[src/rtl/avalon_st_packet_fifo_if.sv]
// Avalon-ST sink/source bundle for avalon_st_packet_fifo.
// slave = the FIFO side, master = the driver/monitor side.
interface avalon_st_packet_fifo_if #(
   parameter int DATA_WIDTH = 8
);
   logic                  asi_valid;
   logic [DATA_WIDTH-1:0] asi_data;
   logic                  asi_startofpacket;
   logic                  asi_endofpacket;
   logic                  asi_ready;
   logic                  aso_valid;
   logic [DATA_WIDTH-1:0] aso_data;
   logic                  aso_startofpacket;
   logic                  aso_endofpacket;
   logic                  aso_ready;

   modport slave (
      input  asi_valid, asi_data, asi_startofpacket, asi_endofpacket,
      output asi_ready,
      output aso_valid, aso_data, aso_startofpacket, aso_endofpacket,
      input  aso_ready
   );

   modport master (
      output asi_valid, asi_data, asi_startofpacket, asi_endofpacket,
      input  asi_ready,
      input  aso_valid, aso_data, aso_startofpacket, aso_endofpacket,
      output aso_ready
   );
endinterface

[src/rtl/avalon_st_packet_fifo.sv]
// Avalon-ST packet FIFO with sop/eop sideband, fill level and framing check.
// Define AVST_PKT_FIFO_STORE_FORWARD_EN for store-and-forward presentation.
module avalon_st_packet_fifo #(
   parameter int DATA_WIDTH  = 8,
   parameter int DEPTH       = 16,
   parameter int ALMOST_FULL = DEPTH - 4,
   localparam int CW         = $clog2(DEPTH + 1)
) (
   input  logic                      clk,
   input  logic                      reset,
   avalon_st_packet_fifo_if.slave    st,
   output logic [CW-1:0]             fill_level,
   output logic                      almost_full,
   output logic                      protocol_error
);
   localparam int AW = $clog2(DEPTH);
   localparam int EW = DATA_WIDTH + 2;
   localparam logic [CW-1:0] FULL = CW'(DEPTH);
   localparam logic [CW-1:0] AF   = CW'(ALMOST_FULL);

   logic [EW-1:0] mem_q [DEPTH];
   logic [AW-1:0] wr_ptr_q, rd_ptr_q;
   logic [CW-1:0] count_q, count_d;
   logic          in_pkt_q, in_pkt_d;
   logic          err_q, err_d;
   logic          af_q;
   logic          push, pop, avail;
   logic [EW-1:0] head;

   assign head = mem_q[rd_ptr_q];

   assign st.asi_ready         = !reset && (count_q < FULL);
   assign st.aso_valid         = !reset && avail;
   assign st.aso_data          = head[DATA_WIDTH-1:0];
   assign st.aso_endofpacket   = head[DATA_WIDTH];
   assign st.aso_startofpacket = head[DATA_WIDTH+1];

   assign push = st.asi_valid && st.asi_ready;
   assign pop  = st.aso_valid && st.aso_ready;

   assign fill_level     = count_q;
   assign almost_full    = af_q;
   assign protocol_error = err_q;

   always_comb begin
      count_d = count_q;
      unique case ({push, pop})
         2'b10:   count_d = count_q + CW'(1);
         2'b01:   count_d = count_q - CW'(1);
         default: count_d = count_q;
      endcase
   end

   // Framing violations are flagged but the beat is still stored.
   always_comb begin
      in_pkt_d = in_pkt_q;
      err_d    = err_q;
      if (push) begin
         if (st.asi_startofpacket == in_pkt_q)
            err_d = 1'b1;
         if (st.asi_endofpacket)
            in_pkt_d = 1'b0;
         else if (st.asi_startofpacket)
            in_pkt_d = 1'b1;
      end
   end

`ifdef AVST_PKT_FIFO_STORE_FORWARD_EN
   logic [CW-1:0] pkt_q, pkt_d;
   logic          drain_q, drain_d;

   always_comb begin
      pkt_d = pkt_q;
      unique case ({push && st.asi_endofpacket, pop && st.aso_endofpacket})
         2'b10:   pkt_d = pkt_q + CW'(1);
         2'b01:   pkt_d = pkt_q - CW'(1);
         default: pkt_d = pkt_q;
      endcase
   end

   // Keep streaming a packet once its head beat has left the FIFO.
   assign drain_d = pop ? !st.aso_endofpacket : drain_q;
   assign avail   = (count_q != '0) &&
                    ((pkt_q != '0) || (count_q == FULL) || drain_q);

   always_ff @(posedge clk or posedge reset) begin
      if (reset) begin
         pkt_q   <= '0;
         drain_q <= 1'b0;
      end else begin
         pkt_q   <= pkt_d;
         drain_q <= drain_d;
      end
   end
`else
   assign avail = (count_q != '0);
`endif

   always_ff @(posedge clk or posedge reset) begin
      if (reset) begin
         wr_ptr_q <= '0;
         rd_ptr_q <= '0;
         count_q  <= '0;
         in_pkt_q <= 1'b0;
         err_q    <= 1'b0;
         af_q     <= 1'b0;
      end else begin
         if (push)
            wr_ptr_q <= wr_ptr_q + AW'(1);
         if (pop)
            rd_ptr_q <= rd_ptr_q + AW'(1);
         count_q  <= count_d;
         in_pkt_q <= in_pkt_d;
         err_q    <= err_d;
         af_q     <= (count_d >= AF);
      end
   end

   always_ff @(posedge clk) begin
      if (push)
         mem_q[wr_ptr_q] <= {st.asi_startofpacket, st.asi_endofpacket,
                             st.asi_data};
   end
endmodule

[src/flat_wrapper.sv]
// flat-port wrapper written by rule: the top's interface ports become plain ports
module avalon_st_packet_fifo_flat 
#(
   parameter int DATA_WIDTH  = 8,
   parameter int DEPTH       = 16,
   parameter int ALMOST_FULL = DEPTH - 4,
   localparam int CW         = $clog2(DEPTH + 1)
)
  (clk, reset, fill_level, almost_full, protocol_error, st_asi_valid, st_asi_data, st_asi_startofpacket, st_asi_endofpacket, st_asi_ready, st_aso_valid, st_aso_data, st_aso_startofpacket, st_aso_endofpacket, st_aso_ready);
  avalon_st_packet_fifo_if #(.DATA_WIDTH(DATA_WIDTH)) st_i ();
  input  logic clk;
  input  logic reset;
  output logic [CW-1:0] fill_level;
  output logic almost_full;
  output logic protocol_error;
  input wire logic [$bits(st_i.asi_valid)-1:0] st_asi_valid;
  input wire logic [$bits(st_i.asi_data)-1:0] st_asi_data;
  input wire logic [$bits(st_i.asi_startofpacket)-1:0] st_asi_startofpacket;
  input wire logic [$bits(st_i.asi_endofpacket)-1:0] st_asi_endofpacket;
  output wire logic [$bits(st_i.asi_ready)-1:0] st_asi_ready;
  output wire logic [$bits(st_i.aso_valid)-1:0] st_aso_valid;
  output wire logic [$bits(st_i.aso_data)-1:0] st_aso_data;
  output wire logic [$bits(st_i.aso_startofpacket)-1:0] st_aso_startofpacket;
  output wire logic [$bits(st_i.aso_endofpacket)-1:0] st_aso_endofpacket;
  input wire logic [$bits(st_i.aso_ready)-1:0] st_aso_ready;
  assign st_i.asi_valid = st_asi_valid;
  assign st_i.asi_data = st_asi_data;
  assign st_i.asi_startofpacket = st_asi_startofpacket;
  assign st_i.asi_endofpacket = st_asi_endofpacket;
  assign st_asi_ready = st_i.asi_ready;
  assign st_aso_valid = st_i.aso_valid;
  assign st_aso_data = st_i.aso_data;
  assign st_aso_startofpacket = st_i.aso_startofpacket;
  assign st_aso_endofpacket = st_i.aso_endofpacket;
  assign st_i.aso_ready = st_aso_ready;
  avalon_st_packet_fifo #(.DATA_WIDTH(DATA_WIDTH), .DEPTH(DEPTH), .ALMOST_FULL(ALMOST_FULL)) u_core (.clk(clk), .reset(reset), .st(st_i), .fill_level(fill_level), .almost_full(almost_full), .protocol_error(protocol_error));
endmodule
[config.mk]
export PLATFORM = sky130hd
export DESIGN_NAME = avalon_st_packet_fifo_flat
export DESIGN_NICKNAME = d
export VERILOG_FILES = /design/src/rtl/avalon_st_packet_fifo_if.sv /design/src/rtl/avalon_st_packet_fifo.sv /design/src/flat_wrapper.sv
export SDC_FILE = /design/constraint.sdc
export NUM_CORES = 1
export LEC_CHECK = 0
export CAP_MARGIN = 30
export CORE_MARGIN = 3
export CORE_UTILIZATION = 55
export CTS_CLUSTER_DIAMETER = 50
export DETAILED_ROUTE_END_ITERATION = 7
export PLACE_DENSITY = 0.75
export SLEW_MARGIN = 20
export SYNTH_ARGS = -nofsm -noshare
export SYNTH_HDL_FRONTEND = slang
export SYNTH_SLANG_ARGS = --single-unit
[constraint.sdc]
create_clock -name clk -period 4.7 [get_ports clk]
set_input_delay 0.705 -clock clk [delete_from_list [all_inputs] [get_ports clk]]
set_output_delay 0.705 -clock clk [all_outputs]
set_load 0.02 [all_outputs]
# ---- Word-level counts from Yosys, hierarchy flattened
# Memories as Yosys holds them, arrays and structs flattened.
# Index checks and enable logic that the tools add are counted.
dict set report op_classes {
  addsub 4
  muxes 5
  n_mul 0
  eq_ne 3
  n_div 0
  n_shift 0
  n_lt_le_gt_ge 2
  n_reduce_logical 9
  bitwise 0
}
# operator n
set ops {}
lappend ops {{5-bit one-hot mux with 2 select lines} 1}
lappend ops {{4-bit by 1-bit adder with 4-bit output (second input constant)} 2}
lappend ops {{5-bit by 1-bit adder with 5-bit output (second input constant)} 1}
lappend ops {{5-bit by 4-bit >= comparator with 1-bit output (second input constant)} 1}
lappend ops {{5-bit < comparator (second input constant)} 1}
lappend ops {{5-bit nonzero test} 1}
lappend ops {{5-bit by 1-bit subtractor with 5-bit output (second input constant)} 1}
lappend ops {{1-bit logical AND} 4}
lappend ops {{1-bit two-way mux} 4}
lappend ops {{2-bit AND reduction} 2}
lappend ops {{2-bit by 1-bit equality test with 1-bit output (second input constant)} 1}
lappend ops {{2-bit equality test (second input constant)} 1}
lappend ops {{2-bit nonzero test} 1}
lappend ops {{1-bit equality test} 1}
lappend ops {{1-bit zero test} 1}
dict set report totals {
  elab_cells 30
  rom_bits 0
  output_inout_bits 19
  in_bits 14
  memories 1
  ram_bits 160
  latchBits 0
  ff_bits 16
}
# name words word_bits rd rd_clocked_by_memory_dff wr line_no
set mem_list {}
lappend mem_list {u_core.mem_q 16 10 1 0 1 avalon_st_packet_fifo.sv:21} ;# logic [EW-1:0] mem_q [DEPTH];

# ---- Logic depth before layout (Yosys ltp)
# Gate-level depths: netlist (run 1).
dict set report depth {
  word_depth 6
  ltp_mapped 11
  ltp_nobuf 11
}

# ---- Worst setup path before layout (run 1)
# OpenSTA, ideal clock, no wires.
dict set report synth_timing {
  path_type {input-to-reg}
  startpoint {input port reset}
  endpoint {register u_core.af_q, in the netlist u_core.almost_full}
  n_path_buf 1
  arrival_time_ns 2.848
  t_required_ns 4.560
  setup_time_ns 0.140
  setup_slack_ns 1.712
  stages 10
  cell_sequence {nor2_1 > and2_1 > buf_2 > inv_1 > ha_1 > ha_1 > nor2b_1 > or4_1 > nand3_1 > o2111ai_1}
}
dict set report synth_via {
  elab_chain_cells 6
  word_cells_on_any_way 9
  classes_between {order compare: 1; eq/ne: 2; mux: 1; reduce/logical: 5}
}
# element line_no
set synth_rtl {}
lappend synth_rtl {{start, declared} flat_wrapper.sv:12} ;# input logic reset;
lappend synth_rtl {{1-bit zero test (*)} {avalon_st_packet_fifo.sv:32, avalon_st_packet_fifo.sv:33}}
lappend synth_rtl {{1-bit logical AND (on tied branches)} {avalon_st_packet_fifo.sv:33, avalon_st_packet_fifo.sv:32}}
lappend synth_rtl {{1-bit logical AND (on tied branches)} {avalon_st_packet_fifo.sv:39, avalon_st_packet_fifo.sv:38}}
lappend synth_rtl {{2-bit by 1-bit equality test with 1-bit output / 2-bit equality test (equally long branches)} avalon_st_packet_fifo.sv:47} ;# unique case ({push, pop})
lappend synth_rtl {{5-bit one-hot mux with 2 select lines (*)} avalon_st_packet_fifo.sv:47}
lappend synth_rtl {{5-bit by 4-bit >= comparator with 1-bit output (*)} avalon_st_packet_fifo.sv:115} ;# af_q <= (count_d >= AF);
lappend synth_rtl {{end signal, assigned} avalon_st_packet_fifo.sv:115}
lappend synth_rtl {{end, declared} avalon_st_packet_fifo.sv:26} ;# logic af_q;
# Mark *: on every way between the ends. The rest lies on a longest branch, timed or not.
# A chain may end at the register's enable or synchronous reset.

# ---- Final worst setup path (run 1)
dict set report layout_timing {
  startpoint {register u_core.rd_ptr_q[0]}
  endpoint {output port st_aso_data[7]}
}
dict set report layout_via {
  elab_chain_cells 1
}
# element line_no
set layout_rtl {}
lappend layout_rtl {{start, declared} avalon_st_packet_fifo.sv:22} ;# logic [AW-1:0] wr_ptr_q, rd_ptr_q;
lappend layout_rtl {{start signal, assigned} avalon_st_packet_fifo.sv:111} ;# rd_ptr_q <= rd_ptr_q + AW'(1);
lappend layout_rtl {{memory 16 x 10 bit} n/a}
lappend layout_rtl {{end, declared} flat_wrapper.sv:22} ;# output wire logic [$bits(st_i.aso_data)-1:0] st_aso_data;
# No other way between the ends.

==> flow_summary.json, run 1 <==
{
  "grt_max_degree": 44,
  "crit_type": "reg -> out",
  "reg2reg_to": "u_core.almost_full",
  "synthToLayoutAreaGrowth_pct": 16.9,
  "cp-end-kind": "output port",
  "synth_compound_area_share_pct": 3.20,
  "drive_above_1_share_pct": 19.3,
  "diodes": 0,
  "top_usage_layer": "met2",
  "seq_power_share_pct": 40.9,
  "skew_ns": 0.00529,
  "die_height_um": 119,
  "netlist_area_um2": 7040,
  "synth_area_leaders": "edfxtp_1, mux4_2, dfrtp_1, mux4_1, a22oi_1",
  "drtPass1Iterations": 5,
  "clkTransAtPathRegs_ns": 0.06,
  "viasPerCell": 6.06,
  "synth_enable_flop_cells": 160,
  "post-cts-setup-buffer-count": 0,
  "crit_family": "buffers and inverters",
  "gp_congestion": 0.884,
  "pwr-share-clk_pct": 28.2,
  "slew_viol_final": 0,
  "use_met3_pct": 4.46,
  "met2_usage_pct": 33.6,
  "power.internal_mw": 3.39,
  "switching_share_pct": 29.8,
  "ys_warn_count": 0,
  "p_per_area_nw_per_um2": 586,
  "synth-xor-area-share_pct": 1.12,
  "fin_crit_sh_pct": 78.0,
  "die-width_um": 119,
  "worstPathArrival_ns": 2.96,
  "drtIter0Drc": 401,
  "synthCells": 357,
  "total_power_mw": 4.82,
  "wl_um": 13900,
  "rsz0062_at_grt": "no",
  "switchingPower_mw": 1.44,
  "tritoncts": "yes",
  "synth_cell_types": 38,
  "yosys.area_share.simple_pct": 4.16,
  "grt_usage_pct": 21.3,
  "dr_total_vias": 3585,
  "fin_crit_ns": 3.67,
  "reg2reg_from": "u_core.fill_level[0]",
  "final_cell_mix": "edfxtp_1, clkdlybuf4s50_1, mux4_2, nand2_1, a22oi_1",
  "io_pins": 33,
  "wl_per_cell_um": 23.5,
  "hp-class": "reg -> reg",
  "ys_seq_area_share_pct": 73.9,
  "core_area_um2": 12300,
  "io_buffer_count": 32,
  "status": "finished clean",
  "clk_latency_ns": 0.42,
  "clk_path_buf_depth": 2,
  "final_cells": 592,
  "synth_top_area_cell": "edfxtp_1",
  "grt.overflow.total": 0,
  "ys_ff_latch": 176,
  "muxShareOfSynthArea_pct": 13.9,
  "die-area_um2": 14200,
  "synth_nets": 381,
  "max_stage_delay_ns": 0.82,
  "worst-endpoint-required_ns": 3.99,
  "rows": 40,
  "start_util_pct": 57.4,
  "drtAntennaViolNets": 0,
  "cp_num_buf_inv": 2,
  "grt_pass1_wl_um": 21900,
  "async_flop_share_pct": 9.09,
  "cts-hold-fix-buffers": 0,
  "cpMaxStageDelayCell": "dfrtp_2",
  "reg2reg_slack_ns": 1.94,
  "worstMarginPinSlew_ns": 0.780,
  "hold_path_depth": 1,
  "start_kind": "flop",
  "clkSinkCount": 176,
  "cts_resized": 0,
  "grtUsageMet1_pct": 29.5,
  "dpl.cell_count": 561,
  "synth_top_family_by_area": "multiplexers",
  "grt_pass1_vias": 3822,
  "drc": 0,
  "pwr-share-comb_pct": 30.9,
  "synth.avg_cell_area_um2": 19.7,
  "ir_drop_mv": 0.415,
  "synthAdderAreaFrac_pct": 1.88,
  "nets": 436,
  "critPathMaxFanout": 23,
  "antenna_found_initial": 0,
  "hold_end": "u_core.protocol_error",
  "timing.hold.ws_ns": 0.469,
  "synthFlopType": "edfxtp_1",
  "final_common_cell": "edfxtp_1",
  "timing.setup.tns_ns": 0,
  "hold_violations": 0,
  "drv_cap": 0,
  "crit_chain": "buf_12, mux4_1, a22oi_1, nand2_1, clkdlybuf4s50_1",
  "fmaxAchievable_mhz": 273,
  "htree_levels": 4,
  "relSlewSlack_pct": 47.8,
  "hpwl_um": 8500,
  "numCtsBuffers": 17,
  "setup_violations": 0,
  "min-delay-start": "u_core.protocol_error",
  "synth_top_area_share_pct": 68.2,
  "cts-root-buf": "clkbuf_16",
  "reg2reg_depth": 10,
  "p_leak_nw": 2.82
}
[metrics by stage]
stage,utilization (%),setup WS (ns),instance area (µm²)
6_report,67.1,1.03,8230
5_1_grt,67.1,0.822,8230
4_1_cts,67.1,0.936,8230
3_5_place_dp,62.4,1.28,7660
3_3_place_gp,62.3,1.39,7640
2_1_floorplan,-,1.71,7040
[worst max-delay path by stage]
| stage | slack, ns | cells past startpoint | from | to |
|---|---|---|---|---|
| 4_1_cts | 0.94 | 5 | u_core.rd_ptr_q[0] | st_aso_data[7] |
| 5_1_grt | 0.82 | 5 | u_core.rd_ptr_q[0] | st_aso_data[7] |
| 3_3_place_gp | 1.39 | 10 | reset | u_core.almost_full |
| 6_report | 1.03 | 5 | u_core.rd_ptr_q[0] | st_aso_data[7] |
| 2_1_floorplan | 1.71 | 10 | reset | u_core.almost_full |
| 3_5_place_dp | 1.28 | 10 | reset | u_core.almost_full |
[cell usage after synthesis, types with 4 or more instances]
| master | count |
|---|---|
| a21oi_1 | 4 |
| a22oi_1 | 20 |
| buf_1 | 4 |
| clkbuf_1 | 5 |
| dfrtp_1 | 16 |
| edfxtp_1 | 160 |
| ha_1 | 9 |
| inv_1 | 8 |
| mux4_1 | 13 |
| mux4_2 | 27 |
| nand2_1 | 21 |
| nand3_1 | 4 |
| nor2_1 | 14 |
| nor2b_1 | 4 |
| nor3_1 | 6 |
| xnor2_1 | 8 |
[final cells by class]
type,count,area (µm²)
multi-input combinational,156,1720
timing repair buffer,53,494
clock inverter,14,149
clock buffer,17,425
fill,795,4030
inverter,8,30.0
sequential,176,5210
tap,168,210
[power by group through the flow]
stage	clock, mW	sequential, mW	combinational [mW]
6_report	1.36	1.97	1.49
5_1_grt	1.45	1.99	1.61
4_1_cts	1.38	1.97	1.51
3_5_place_dp	0	2.00	1.51
3_3_place_gp	0	2.00	1.47
2_1_floorplan	0	1.95	1.02
[kinds of logic (layout without fill, tap and decap cells)]
| kind of cell | Yosys count | after routing |
|---|---|---|
| xor+xnor | 9 | 9 |
| mux | 43 | 43 |
| flops | 176 | 176 |
| fa+ha+maj | 10 | 10 |
| compound gates | 32 | 32 |
| buf+inv | 25 | 92 |
| simple gates | 62 | 62 |
[per-layer routing]
layer / wire length [µm] / vias to the layer above / part of all wire [%]
li1: - / 1562 / -
met3: 1050 / 25 / 7.5
met2: 6940 / 179 / 50
met1: 5620 / 1819 / 40
met5: 0 / - / 0
met4: 311 / 0 / 2.2
[flip-flops by register name, summed over array words and instances, names as in the netlist]
signal                 count
u_core.almost_full         1
u_core.fill_level          5
u_core.in_pkt_q            1
u_core.mem_q             160
u_core.protocol_error      1
u_core.rd_ptr_q            4
u_core.wr_ptr_q            4
No activity file was read; power rests on OpenSTA's default activity.
==> run 2, diff against run 1 <==
clock period = 3.8 ns   (was 4.7 ns; I/O delays follow)
==> flow_summary.json, run 2 (synthesized netlist as in run 1, its figures left out) <==
{
  "start_util_pct": 57.4,
  "grt_pass1_wl_um": 21300,
  "worst-endpoint-required_ns": 3.23,
  "diodes": 0,
  "setup_violations": 0,
  "grt_usage_pct": 20.3,
  "slew_viol_final": 0,
  "fin_crit_sh_pct": 87.4,
  "clk_path_buf_depth": 2,
  "grt_pass1_vias": 3696,
  "clkTransAtPathRegs_ns": 0.06,
  "hpwl_um": 8560,
  "hold_path_depth": 1,
  "drtAntennaViolNets": 0,
  "die-width_um": 119,
  "grt_max_degree": 25,
  "critPathMaxFanout": 24,
  "drv_cap": 0,
  "die_height_um": 119,
  "io_buffer_count": 32,
  "timing.setup.tns_ns": 0,
  "fin_crit_ns": 3.32,
  "clkSinkCount": 176,
  "reg2reg_depth": 10,
  "io_pins": 33,
  "largest_reg_flops": 160,
  "wl_um": 13200,
  "tritoncts": "yes",
  "crit_type": "reg -> out",
  "min-delay-start": "u_core.protocol_error",
  "numCtsBuffers": 17,
  "cts-hold-fix-buffers": 0,
  "cp-end-kind": "output port",
  "reg2reg_from": "u_core.fill_level[0]",
  "status": "finished clean",
  "cts-root-buf": "clkbuf_16",
  "final_cells": 594,
  "core_area_um2": 12300,
  "synthToLayoutAreaGrowth_pct": 16.8,
  "drtIter0Drc": 323,
  "skew_ns": 0.00527,
  "timing.hold.ws_ns": 0.461,
  "relSlewSlack_pct": 36.0,
  "worstPathArrival_ns": 2.75,
  "htree_levels": 4,
  "total_power_mw": 5.97,
  "fmaxAchievable_mhz": 301,
  "cts_resized": 0,
  "top_register": "u_core.mem_q",
  "nets": 437,
  "final_cell_mix": "edfxtp_1, clkdlybuf4s50_1, mux4_2, buf_4, nand2_1",
  "drc": 0,
  "ir_drop_mv": 0.416,
  "hold_end": "u_core.protocol_error",
  "post-cts-setup-buffer-count": 0,
  "rsz0062_at_grt": "no",
  "p_per_area_nw_per_um2": 726,
  "drive_above_1_share_pct": 18.5,
  "reg2reg_slack_ns": 0.98,
  "clk_latency_ns": 0.42,
  "final_common_cell": "edfxtp_1",
  "worstMarginPinSlew_ns": 0.957,
  "hp-class": "reg -> reg",
  "drtPass1Iterations": 5,
  "wl_per_cell_um": 22.2,
  "final_core_util_pct": 67.1,
  "dpl.cell_count": 561,
  "dr_total_vias": 3510,
  "p_leak_nw": 2.81,
  "antenna_found_initial": 0,
  "gp_congestion": 0.822,
  "die-area_um2": 14200,
  "hold_violations": 0,
  "start_kind": "flop",
  "grt.overflow.total": 0,
  "viasPerCell": 5.91,
  "rows": 40,
  "reg2reg_to": "u_core.almost_full"
}
run 2: worst max path at each step:
stage	start	endpoint	slack, ns
detailed placement	reset	u_core.almost_full	0.59
CTS	u_core.rd_ptr_q[0]	st_aso_data[5]	0.44
global route	u_core.rd_ptr_q[0]	st_aso_endofpacket	0.32
finish	u_core.rd_ptr_q[0]	st_aso_data[5]	0.48
global placement	reset	u_core.almost_full	0.73
floorplan	reset	u_core.almost_full	0.95
run 2: cell type report:
cell class,instances,area [µm²]
Clock inverter,14,146
Timing Repair Buffer,54,485
Sequential cell,176,5210
Inverter,8,30.0
Tap cell,168,210
Multi-Input combinational cell,156,1720
Fill cell,818,4040
Clock buffer,18,429
run 2: worst max-delay path: stages (launching register included):
cell,delay [ns]
dfrtp_2,0.35
buf_4,0.40
mux4_1,0.64
a22oi_1,0.31
nand2_1,0.09
clkdlybuf4s50_1,0.54
run 2: metrics by stage:
| stage | setup slack, ns | instance area [µm²] |
|---|---|---|
| detailed placement | 0.589 | 7640 |
| global route | 0.321 | 8220 |
| global placement | 0.726 | 7640 |
| CTS | 0.437 | 8220 |
| floorplan | 0.947 | 7040 |
| finish | 0.479 | 8220 |
run 2: per-layer routing:
layer	track usage [%]	vias up	share of wire (%)
met3	4.13	18	5.9
li1	-	1564	-
met5	0	-	0
met4	7.75	0	1.6
met2	31.1	123	49
met1	29.2	1805	44
run 2: where the power goes:
part / internal, mW / switching, mW / total, mW
sequential: 2.26 / 0.123 / 2.39
clock: 1.02 / 0.669 / 1.69
combinational: 0.899 / 0.997 / 1.90
